`src/rtl/doodle_pkg.sv`:
```
// Shared types and geometry constants for the per-frame gameplay monitors.
package doodle_pkg;

  // Screen coordinate, top-left origin, y grows downward.
  typedef logic [9:0] coord_t;

  // Event monitor life cycle: waits for the first restart, then counts down
  // a grace period before positions are trusted, then latches one outcome.
  typedef enum logic [2:0] {
    IDLE     = 3'd0,
    GRACE    = 3'd1,
    LIVE     = 3'd2,
    DROPPING = 3'd3,
    DEAD     = 3'd4
  } mon_state_t;

  localparam int unsigned SCREEN_H     = 480;
  localparam int unsigned DROP_MARGIN  = 16;
  localparam int unsigned GRACE_FRAMES = 30;
  localparam int unsigned HIT_W        = 32;
  localparam int unsigned HIT_H        = 32;
  localparam int unsigned MON_W        = 32;
  localparam int unsigned MON_H        = 32;
  localparam int unsigned STOMP_H      = 8;

  // Zero-extend a coordinate so box edges can be summed without wrapping.
  function automatic logic [10:0] ext11(input coord_t c);
    return {1'b0, c};
  endfunction

endpackage

```
`src/rtl/frame_tick_sync.sv`:
```
// Brings the asynchronous frame clock into the system clock domain and turns
// each rising edge into a single-cycle registered tick.
module frame_tick_sync (
  input  logic clk_i,
  input  logic rst_i,
  input  logic async_i,
  output logic tick_o
);

  logic meta_q;
  logic sync_q;
  logic prev_q;
  logic tick_q;

  // Two-flop synchroniser, edge-history flop and registered edge pulse.
  always_ff @(posedge clk_i or posedge rst_i) begin
    if (rst_i) begin
      meta_q <= 1'b0;
      sync_q <= 1'b0;
      prev_q <= 1'b0;
      tick_q <= 1'b0;
    end else begin
      meta_q <= async_i;
      sync_q <= meta_q;
      prev_q <= sync_q;
      tick_q <= sync_q & ~prev_q;
    end
  end

  assign tick_o = tick_q;

endmodule

```
`src/rtl/game_event_monitor.sv`:
```
// Classifies each frame tick as drop, death or stomp from player and monster
// boxes, and holds the latched outcome until the controller restarts a round.
module game_event_monitor
  import doodle_pkg::*;
#(
  parameter int unsigned P_SCREEN_H     = SCREEN_H,
  parameter int unsigned P_DROP_MARGIN  = DROP_MARGIN,
  parameter int unsigned P_GRACE_FRAMES = GRACE_FRAMES,
  parameter int unsigned P_HIT_W        = HIT_W,
  parameter int unsigned P_HIT_H        = HIT_H,
  parameter int unsigned P_MON_W        = MON_W,
  parameter int unsigned P_MON_H        = MON_H,
  parameter int unsigned P_STOMP_H      = STOMP_H
) (
  input  logic       Clk,
  input  logic       Reset,
  input  logic       frame_clk,
  input  logic       restart,
  input  coord_t     player_x,
  input  coord_t     player_y,
  input  logic [9:0] player_vy,
  input  coord_t     monster_x,
  input  coord_t     monster_y,
  input  logic       monster_en,
  output logic       death,
  output logic       drop,
  output logic       stomp,
  output logic       grace_active,
  output mon_state_t dbg_state
);

  localparam logic [10:0] DROP_Y    = 11'(P_SCREEN_H + P_DROP_MARGIN);
  localparam logic [6:0]  GRACE_CNT = 7'(P_GRACE_FRAMES);

  logic tick;

  frame_tick_sync u_frame_tick_sync (
    .clk_i   (Clk),
    .rst_i   (Reset),
    .async_i (frame_clk),
    .tick_o  (tick)
  );

  // Box edges in 11 bits so a box touching x/y=1023 does not wrap to 0.
  logic [10:0] px, py, mx, my;
  logic [10:0] p_right, p_bot, m_right, m_bot, m_stomp_bot;
  logic        overlap, stomp_cond, fell;

  assign px          = ext11(player_x);
  assign py          = ext11(player_y);
  assign mx          = ext11(monster_x);
  assign my          = ext11(monster_y);
  assign p_right     = px + 11'(P_HIT_W);
  assign p_bot       = py + 11'(P_HIT_H);
  assign m_right     = mx + 11'(P_MON_W);
  assign m_bot       = my + 11'(P_MON_H);
  assign m_stomp_bot = my + 11'(P_STOMP_H);

  assign overlap    = monster_en && (px < m_right) && (mx < p_right) &&
                      (py < m_bot) && (my < p_bot);
  // A falling player whose feet are still inside the monster's top band stomps.
  assign stomp_cond = ($signed(player_vy) > 10'sd0) && (p_bot < m_stomp_bot);
  assign fell       = (py >= DROP_Y);

  mon_state_t state_q, state_d;
  logic [6:0] cnt_q, cnt_d;
  logic       death_q, death_d;
  logic       drop_q, drop_d;
  logic       stomp_q, stomp_d;
  logic       grace_q;

  // Next-state and event decisions; restart overrides everything, ticks drive the rest.
  always_comb begin
    state_d = state_q;
    cnt_d   = cnt_q;
    death_d = death_q;
    drop_d  = drop_q;
    stomp_d = 1'b0;
    if (restart) begin
      state_d = GRACE;
      cnt_d   = GRACE_CNT;
      death_d = 1'b0;
      drop_d  = 1'b0;
    end else if (tick) begin
      case (state_q)
        IDLE: begin
          state_d = IDLE;
        end
        GRACE: begin
          if (cnt_q == 7'd1) begin
            state_d = LIVE;
          end else begin
            cnt_d = cnt_q - 7'd1;
          end
        end
        LIVE: begin
          if (overlap && !stomp_cond) begin
            state_d = DEAD;
            death_d = 1'b1;
          end else if (fell) begin
            state_d = DROPPING;
            drop_d  = 1'b1;
          end else if (overlap) begin
            stomp_d = 1'b1;
          end
        end
        DROPPING: begin
          drop_d = 1'b1;
        end
        DEAD: begin
          death_d = 1'b1;
        end
        default: begin
          state_d = IDLE;
        end
      endcase
    end
  end

  // State, grace counter and registered outputs.
  always_ff @(posedge Clk or posedge Reset) begin
    if (Reset) begin
      state_q <= IDLE;
      cnt_q   <= 7'd0;
      death_q <= 1'b0;
      drop_q  <= 1'b0;
      stomp_q <= 1'b0;
      grace_q <= 1'b0;
    end else begin
      state_q <= state_d;
      cnt_q   <= cnt_d;
      death_q <= death_d;
      drop_q  <= drop_d;
      stomp_q <= stomp_d;
      grace_q <= (state_d == GRACE);
    end
  end

  assign death        = death_q;
  assign drop         = drop_q;
  assign stomp        = stomp_q;
  assign grace_active = grace_q;
  assign dbg_state    = state_q;

endmodule

```
`config.mk`:
```
export PLATFORM = sky130hd
export DESIGN_NAME = game_event_monitor
export DESIGN_NICKNAME = d
export VERILOG_FILES = /design/src/rtl/doodle_pkg.sv /design/src/rtl/frame_tick_sync.sv /design/src/rtl/game_event_monitor.sv
export SDC_FILE = /design/constraint.sdc
export NUM_CORES = 1
export LEC_CHECK = 0
export CAP_MARGIN = 20
export CELL_PAD_IN_SITES_DETAIL_PLACEMENT = 2
export CELL_PAD_IN_SITES_GLOBAL_PLACEMENT = 2
export CORE_ASPECT_RATIO = 0.7
export CORE_UTILIZATION = 26
export CTS_BUF_LIST = sky130_fd_sc_hd__clkbuf_8
export DETAILED_ROUTE_END_ITERATION = 6
export GPL_TIMING_DRIVEN = 0
export PLACE_DENSITY_LB_ADDON = 0.25
export SLEW_MARGIN = 15
export SYNTH_ARGS = -nofsm -noshare
export SYNTH_HDL_FRONTEND = slang
export SYNTH_SLANG_ARGS = --single-unit
```
`constraint.sdc`:
```
create_clock -name Clk -period 1.85 [get_ports Clk]
set_clock_uncertainty 0.15 [all_clocks]
set_input_delay 0.185 -clock Clk [delete_from_list [all_inputs] [get_ports Clk]]
set_output_delay 0.185 -clock Clk [all_outputs]
set_load 0.05 [all_outputs]
```
==> results of run 1 <==
==> kinds of logic (layout without fill, tap and decap cells) <==
group,after synthesis,in the layout,share of synthesized area
AND/OR/NAND/NOR,85,85,0.208
adder cells (fa/ha/maj),49,49,0.275
XOR/XNOR,23,23,0.0904
flip-flops,18,18,0.202
buffers and inverters,35,125,0.0595
AO/OA/AOI/OAI,53,53,0.164
==> flip-flops by register name, summed over array words and instances (netlist names) <==
name / flops
grace_active: 1
cnt_q: 7
u_frame_tick_sync.tick_o: 1
u_frame_tick_sync.prev_q: 1
drop: 1
u_frame_tick_sync.sync_q: 1
dbg_state: 3
stomp: 1
death: 1
u_frame_tick_sync.meta_q: 1
==> Yosys cell counts (all sizes together) (2+ instances only) <==
cell type / n
nor3: 4
nor4: 3
o2111ai: 2
dfrtp: 18
and2: 2
a21oi: 21
a21o: 3
xnor2: 13
xor2: 10
a31o: 2
nand2: 14
nor2b: 9
and4: 3
o21ai: 9
a221o: 2
nand4: 2
ha: 49
nand3: 17
inv: 33
and3: 8
nand2b: 4
a211oi: 5
nor2: 14
==> layer usage <==
layer / global-route usage / wire [microns] / vias to the layer above
met5: 0 / 0 / -
met1: 0.253 / 4090 / 1153
met3: 0.0235 / 284 / 4
met4: 0.0173 / 36 / 0
li1: - / - / 1110
met2: 0.327 / 4040 / 48
==> cell type report <==
| cell class | count | share of cell area |
|---|---|---|
| plain buffers | 2 | 0.00415 |
| clock buffers | 4 | 0.0152 |
| inverters | 33 | 0.0342 |
| multi-input cells | 210 | 0.573 |
| flip-flops and latches | 18 | 0.126 |
| well taps | 101 | 0.0349 |
| repair buffers | 86 | 0.212 |
==> path summary, 6_finish.rpt <==
path	slack, ns	to
setup / recovery	-0.58	dbg_state[1]$_DFF_PP0_
hold reg to reg	0.20	u_frame_tick_sync.sync_q$_DFF_PP0_
min in group Clk	0.20	u_frame_tick_sync.sync_q$_DFF_PP0_
hold / removal	0.18	cnt_q[6]$_DFFE_PP0P_
max in group asynchronous	0.85	dbg_state[0]$_DFF_PP0_
setup reg to reg	-0.36	grace_active$_DFF_PP0_
==> power breakdown <==
| part | internal (mW) | leakage [nW] | switching (mW) |
|---|---|---|---|
| Sequential | 0.403 | 0.209 | 0.00819 |
| Combinational | 0.355 | 1.41 | 0.358 |
| Clock | 0.190 | 0.0288 | 0.154 |
==> worst max-delay path, stage by stage <==
cell and delay (ns):
clkdlybuf4s50_1 0.53, xor2_1 0.16, ha_1 0.27, nand3_1 0.12, nor2_2 0.07, a222oi_1 0.44
buf_4 0.21, nand3_4 0.10, a21o_1 0.22, buf_4 0.14
==> what timing repair did <==
item                                    4_1_cts  5_1_grt
hold buffers                                  0        0
pin swaps                                    39       27
endpoints found under the setup margin       12       16
cloned                                        0        0
gates resized for setup                     146       28
buffers inserted                             21        5
==> metrics by stage <==
stage	power (mW)	utilization	setup slack [ns]	TNS, ns
global placement	0.963	0.380	-1.45	-9.57
global route	1.57	0.448	-0.779	-6.11
CTS	1.43	0.434	-0.485	-3.11
detailed placement	0.986	0.380	-1.45	-9.75
finish	1.47	0.448	-0.585	-4.60
floorplan	0.728	-	-0.450	-2.43
==> impl_metrics.py, run 1 <==
metrics = {
    "final_layout": {
        "register_area_sq_um": 457,
        "drive_above_1_share": 0.337,
        "fin_area_sq_um": 3620,
        "fillers": 857,
        "diodes": 0,
        "area_delta_synth_final_pct": 62.6,
        "final_cell_mix": "ha_1 (35), inv_1 (27), clkdlybuf4s50_1 (24)",
        "finalNonFillerCells": 454,
        "layout_commonest_cell": "ha_1",
        "layout.nets": 458,
        "multi_input_area_sq_um": 2080,
    },
    "place": {
        "portBuffers": 61,
        "dpl-instance-area_sq_um": 3070,
        "routabilityCongestion": 0.752,
        "hpwl_mm": 5.70,
        "place_inst": 425,
    },
    "outcome": {
        "status": "finished with violations",
        "violations": "negative setup slack",
    },
    "synth": {
        "async_flop_share": 1.00,
        "yosys_most_used_dff": "dfrtp_1",
        "synth.area.top_cells": "ha_1 (28%), dfrtp_1 (20%), inv_1 (5.6%)",
        "yosysTopAreaCellShare": 0.275,
        "syn_area_per_cell_sq_um": 8.47,
        "synth.distinct_cells": 46,
        "synth_seq_cells": 18,
        "postSynthCellCount": 263,
        "yosys_warnings": 0,
        "syn_area_sq_um": 2230,
        "syn_nets": 367,
        "seq_area_frac_synth": 0.202,
        "synth_edf_count": 0,
        "synth_top_area_cell": "ha_1",
    },
    "timing": {
        "period_minus_slack_ns": 2.43,
        "worst_slew_pin_slew_ns": 0.731,
        "min_period_over_period": 1.32,
        "rsz0062_at_grt": "true",
        "finalHoldViolCount": 0,
        "layout_setup_ws_ns": -0.585,
        "worst_hold_slack_ns": 0.177,
        "finalMaxSlewViolations": 0,
        "final-setup-viol-count": 13,
        "fmaxAchievable_mhz": 411,
        "slew_headroom": 0.512,
    },
    "setup_path": {
        "cp_data_required_time_ns": 1.86,
        "rr_worst_depth": 6,
        "cp-startpoint": "monster_x[9]",
        "crit_fanout": 3,
        "critPathCaptureType": "flip-flop",
        "critPathKind": "input pin to flip-flop",
        "rr_startpoint": "cnt_q[2]$_DFFE_PP0P_",
        "crit_path_start_kind": "input pin",
        "crit_arrival_ns": 2.44,
    },
    "floorplan": {
        "start_util": 0.276,
        "rows": 27,
        "dieArea_sq_um": 8950,
        "io_pins": 62,
        "core_sq_um": 8070,
        "die_x_microns": 113,
        "die_y_microns": 79.4,
    },
    "route": {
        "num_vias": 2315,
        "first_pass_iters": 4,
        "routed_wl_mm": 8.45,
        "wl_per_cell_microns": 18.6,
        "drcViolationCount": 0,
        "viasPerCell": 5.10,
        "antenna_left": 0,
        "drt_iter0_drc": 61,
    },
    "clock_network": {
        "clk_latency_ns": 0.28,
        "cts_max_level": 1,
        "cts_sinks": 18,
        "cts_made_buffers": 3,
        "cts_tree": "done",
        "clockBufferDepth": 2,
        "root_buffer": "clkbuf_8",
        "clkTransAtPathRegs_ns": 0.08,
    },
    "grt": {
        "grt_max_degree": 19,
        "groute.usage.overall": 0.186,
        "grt_pass1_wl_mm": 13.2,
        "grt_pass1_vias": 2568,
        "antenna_found_initial": 0,
        "overflow": 0,
    },
    "hold_path": {
        "min_path_type": "input pin to async pin",
    },
    "power": {
        "total_leakage_power_nw": 1.65,
        "peakVddDrop_mv": 0.512,
        "cellPowerDensity_nw_per_um2": 406,
    },
    "run": {
        "max-cap-violations": 0,
    },
}
Note: power is estimated with default switching activity, not from simulation.
==> run 2: changes to the inputs <==
GPL_TIMING_DRIVEN = not set   (was 0)
==> impl_metrics.py, run 2 (synthesis gave the netlist of run 1 again) <==
metrics = {
    "clock_network": {
        "clkTransAtPathRegs_ns": 0.07,
        "cts_tree": "done",
        "cts_sinks": 18,
        "root_buffer": "clkbuf_8",
        "clk_latency_ns": 0.26,
        "clockBufferDepth": 2,
        "cts_max_level": 1,
        "cts_made_buffers": 3,
    },
    "power": {
        "power.share.switching": 0.357,
        "p_switching_mw": 0.571,
        "p_int_mw": 1.03,
        "cellPowerDensity_nw_per_um2": 399,
        "power_frac_clock": 0.212,
        "total_leakage_power_nw": 1.83,
        "power_frac_comb": 0.531,
        "peakVddDrop_mv": 0.417,
        "power.total_mw": 1.60,
        "pwr-share-seq": 0.257,
    },
    "route": {
        "first_pass_iters": 4,
        "drcViolationCount": 0,
        "antenna_left": 0,
        "num_vias": 2492,
        "wl_per_cell_microns": 21.1,
        "drt_iter0_drc": 61,
        "routed_wl_mm": 10.4,
        "viasPerCell": 5.04,
    },
    "setup_path": {
        "cp_cell_sequence": "clkbuf_4 > nand3_4 > xnor2_2 > inv_1 > ha_1 > a21o_1 > a21oi_2 > o22ai_2 > a211oi_4 > buf_6 > nand4_1 > a21oi_2 > nor2_1",
        "path_delay_family": "compound AO/OA/AOI/OAI gates",
        "critPathKind": "input pin to flip-flop",
        "crit_arrival_ns": 2.38,
        "worst-path-buf-inv": 3,
        "crit_fanout": 5,
        "critPathCaptureType": "flip-flop",
        "crit_path_start_kind": "input pin",
        "crit_path_top_delay_cell": "ha_1",
        "slowest_delay_ns": 0.32,
        "cp_data_required_time_ns": 1.84,
        "cpMostUsedCell": "a21oi_2",
    },
    "floorplan": {
        "rows": 27,
        "start_util": 0.276,
        "die_y_microns": 79.4,
        "core_sq_um": 8070,
        "die_x_microns": 113,
        "io_pins": 62,
        "dieArea_sq_um": 8950,
    },
    "final_layout": {
        "fillers": 860,
        "diodes": 0,
        "final_cell_mix": "buf_4 (62), ha_1 (33), inv_1 (25)",
        "regMostFlops": "cnt_q",
        "area_delta_synth_final_pct": 79.9,
        "multi_input_area_sq_um": 2140,
        "largest_register_ffs": 7,
        "finalNonFillerCells": 494,
        "drive_above_1_share": 0.430,
        "layout.nets": 498,
        "register_area_sq_um": 453,
        "layout_commonest_cell": "buf_4",
    },
    "run": {
        "max-cap-violations": 0,
    },
    "grt": {
        "antenna_found_initial": 0,
        "groute.usage.overall": 0.234,
        "grt_pass1_vias": 2962,
        "overflow": 0,
        "grt_max_degree": 14,
        "grt_pass1_wl_mm": 15.9,
    },
    "place": {
        "routabilityCongestion": 0.793,
        "hpwl_mm": 6.91,
        "place_inst": 481,
        "portBuffers": 61,
    },
    "timing": {
        "finalMaxSlewViolations": 0,
        "fmaxAchievable_mhz": 420,
        "rsz0062_at_grt": "true",
        "slew_headroom": 0.713,
        "min_period_over_period": 1.29,
        "period_minus_slack_ns": 2.38,
        "finalHoldViolCount": 0,
        "layout_setup_ws_ns": -0.533,
        "worst_slew_pin_slew_ns": 0.428,
        "worst_hold_slack_ns": 0.206,
        "final-setup-viol-count": 14,
    },
    "outcome": {
        "status": "finished with violations",
        "violations": "negative setup slack",
    },
    "hold_path": {
        "min_path_type": "input pin to flip-flop",
    },
}
-- run 2: path summary, 6_finish.rpt --
| path | startpoint | to | slack, ns | depth (start not counted) |
|---|---|---|---|---|
| setup / recovery | player_y[7] | drop$_DFFE_PP0P_ | -0.53 | 13 |
| hold / removal | frame_clk | u_frame_tick_sync.meta_q$_DFF_PP0_ | 0.21 | 1 |
| setup reg to reg | cnt_q[4]$_DFFE_PP0P_ | drop$_DFFE_PP0P_ | -0.25 | 7 |
| hold reg to reg | u_frame_tick_sync.meta_q$_DFF_PP0_ | u_frame_tick_sync.sync_q$_DFF_PP0_ | 0.22 | 0 |
| max in group asynchronous | Reset | stomp$_DFF_PP0_ | 0.53 | 4 |
| min in group asynchronous | Reset | grace_active$_DFF_PP0_ | 0.56 | 3 |
-- run 2: per-stage QoR --
stage	utilization	area, sq um	setup slack (ns)	setup TNS (ns)
2_1_floorplan	-	2330	-0.450	-2.43
3_3_place_gp	0.432	3490	-1.12	-7.70
3_5_place_dp	0.432	3490	-1.23	-8.91
4_1_cts	0.485	3910	-0.508	-3.36
5_1_grt	0.496	4010	-0.660	-4.90
6_report	0.496	4010	-0.533	-3.69
-- run 2: cell type report --
class	instances	area share
clock buffers	4	0.0137
inverters	33	0.0315
multi-input cells	210	0.534
flip-flops and latches	18	0.113
well taps	101	0.0315
repair buffers	128	0.276
-- run 2: repair_timing --
item	in CTS	in global routing
gates resized for setup	147	33
cloned	0	0
setup buffers	5	3
hold buffers	1	0
setup endpoints to repair	14	14
pin swaps	43	22
endpoints found under the hold margin	5	0
-- run 2: per-layer routing --
layer,GRT usage,share of wire,up-vias
met5,0,0,-
met2,0.451,0.53,59
met1,0.270,0.43,1232
met3,0.0357,0.022,14
met4,0.0587,0.017,0
li1,-,-,1187
-- run 2: power by group through the flow --
stage	Clock, mW	Sequential, mW	Combinational [mW]
global placement	0	0.415	0.645
floorplan	0	0.416	0.311
global route	0.355	0.412	0.919
CTS	0.337	0.411	0.769
detailed placement	0	0.416	0.682
finish	0.339	0.412	0.850
==> run 3: changes to the inputs <==
SKIP_CTS_REPAIR_TIMING = 1   (was not set)
SLEW_MARGIN = 20   (was 15)
==> impl_metrics.py, run 3 (synthesis gave the netlist of run 1 again) <==
metrics = {
    "outcome": {
        "status": "finished with violations",
        "violations": "negative hold slack, negative setup slack",
    },
    "setup_path": {
        "crit_path_start_kind": "input pin",
        "cp-startpoint": "monster_y[5]",
        "critPathCaptureType": "flip-flop",
        "slowest_delay_ns": 0.39,
        "crit_fanout": 3,
        "critPathKind": "input pin to flip-flop",
        "worst-path-buf-inv": 3,
        "rr_worst_depth": 8,
        "crit_cells": 13,
        "cp_cell_sequence": "buf_8 > and3_4 > buf_12 > xnor2_2 > ha_1 > nand3_1 > nand2_1 > a221o_1 > a211oi_4 > buf_4 > a41o_1 > a31oi_1 > nor2_1",
        "ff2ff_setup_slack_ns": -0.34,
        "crit_path_top_delay_cell": "a221o_1",
        "path_delay_family": "compound AO/OA/AOI/OAI gates",
        "cp_data_required_time_ns": 1.88,
        "crit_end": "death$_DFFE_PP0P_",
        "rr_startpoint": "cnt_q[1]$_DFFE_PP0P_",
        "r2r-end": "cnt_q[5]$_DFFE_PP0P_",
        "crit_arrival_ns": 2.56,
    },
    "power": {
        "power.total_mw": 1.56,
        "cellPowerDensity_nw_per_um2": 394,
        "total_leakage_power_nw": 2.00,
        "peakVddDrop_mv": 0.390,
    },
    "final_layout": {
        "layout_commonest_cell": "buf_4",
        "final_cell_mix": "buf_4 (70), ha_1 (35), inv_1 (28)",
        "finalNonFillerCells": 494,
        "area_delta_synth_final_pct": 77.8,
        "utilization": 0.490,
        "diodes": 0,
        "largest_register_ffs": 7,
        "regMostFlops": "cnt_q",
        "layout.nets": 498,
        "drive_above_1_share": 0.374,
    },
    "grt": {
        "antenna_found_initial": 0,
        "grt_pass1_vias": 2704,
        "grt_pass1_wl_mm": 13.4,
        "overflow": 0,
        "grt_max_degree": 14,
        "groute.usage.overall": 0.190,
    },
    "floorplan": {
        "die_x_microns": 113,
        "rows": 27,
        "start_util": 0.276,
        "die_y_microns": 79.4,
        "dieArea_sq_um": 8950,
        "io_pins": 62,
        "core_sq_um": 8070,
    },
    "clock_network": {
        "cts_tree": "done",
        "cts_sinks": 18,
        "cts_made_buffers": 3,
        "clk_latency_ns": 0.26,
        "clkTransAtPathRegs_ns": 0.08,
        "cts_max_level": 1,
        "clockBufferDepth": 2,
        "root_buffer": "clkbuf_8",
    },
    "route": {
        "wl_per_cell_microns": 20.3,
        "antenna_left": 0,
        "first_pass_iters": 4,
        "drt_iter0_drc": 103,
        "drcViolationCount": 0,
        "viasPerCell": 5.05,
        "num_vias": 2493,
        "routed_wl_mm": 10.0,
    },
    "timing": {
        "rsz0062_at_grt": "true",
        "slew_headroom": 0.728,
        "period_minus_slack_ns": 2.53,
        "min_period_over_period": 1.37,
        "finalMaxSlewViolations": 0,
        "fmaxAchievable_mhz": 395,
        "finalHoldViolCount": 5,
        "final-setup-viol-count": 14,
        "worst_hold_slack_ns": -0.0130,
        "layout_setup_ws_ns": -0.680,
        "worst_slew_pin_slew_ns": 0.406,
    },
    "place": {
        "hpwl_mm": 6.91,
        "post-place-ws_ns": -1.23,
        "routabilityCongestion": 0.793,
        "place_inst": 481,
        "portBuffers": 61,
    },
    "run": {
        "max-cap-violations": 0,
    },
    "hold_path": {
        "min_path_type": "input pin to async pin",
    },
}
-- run 3: cell types whose count changed in the layout (fill, tap and decap cells not counted), moves of 5 or more --
| cell | change |
|---|---|
| dlygate4sd2_1 | -18 |
| buf_6 | -8 |
| buf_2 | -5 |
| dlymetal6s2s_1 | +24 |
| clkbuf_2 | +5 |
| buf_4 | +8 |
-- run 3: power by group --
part / switching [mW] / total, mW / internal (mW) / leakage (nW)
Combinational: 0.391 / 0.812 / 0.421 / 1.77
Clock: 0.148 / 0.337 / 0.190 / 0.0288
Sequential: 0.00875 / 0.411 / 0.402 / 0.211
Total: 0.547 / 1.56 / 1.01 / 2.00
-- run 3: worst register-to-register path, cell delays in order (launching register included) --
cell	delay (ns)
dfrtp_1	0.39
inv_2	0.08
ha_4	0.16
nand3b_1	0.18
nand4b_1	0.22
nor4_2	0.37
nor3b_2	0.26
xnor2_1	0.16
nor2_1	0.09
-- run 3: routing by layer --
metal / wire (microns) / track usage
met1: 4400 / 0.250
met2: 5180 / 0.338
met3: 355 / 0.0243
met4: 89 / 0.0307
met5: 0 / 0
-- run 3: cell type report --
| cell class | count | area [sq um] |
|---|---|---|
| clock buffers | 4 | 55.1 |
| inverters | 33 | 124 |
| multi-input cells | 210 | 2040 |
| flip-flops and latches | 18 | 453 |
| fillers | 874 | 4120 |
| well taps | 101 | 126 |
| repair buffers | 128 | 1160 |
-- run 3: through the flow --
stage | cell area, sq um | setup TNS, ns
floorplan | 2330 | -2.43
global placement | 3490 | -7.70
detailed placement | 3490 | -8.91
CTS | 3540 | -7.68
global route | 3960 | -6.22
finish | 3960 | -5.36
-- run 3: worst min-delay path by stage --
stage                                               to  slack (ns)  depth (start not counted)
floorplan                         cnt_q[0]$_DFFE_PP0P_       -0.03                          1
global route                    grace_active$_DFF_PP0_        0.02                          2
global placement    u_frame_tick_sync.sync_q$_DFF_PP0_        0.19                          0
finish                          grace_active$_DFF_PP0_       -0.01                          2
CTS                                   drop$_DFFE_PP0P_       -0.01                          2
detailed placement  u_frame_tick_sync.sync_q$_DFF_PP0_        0.19                          0
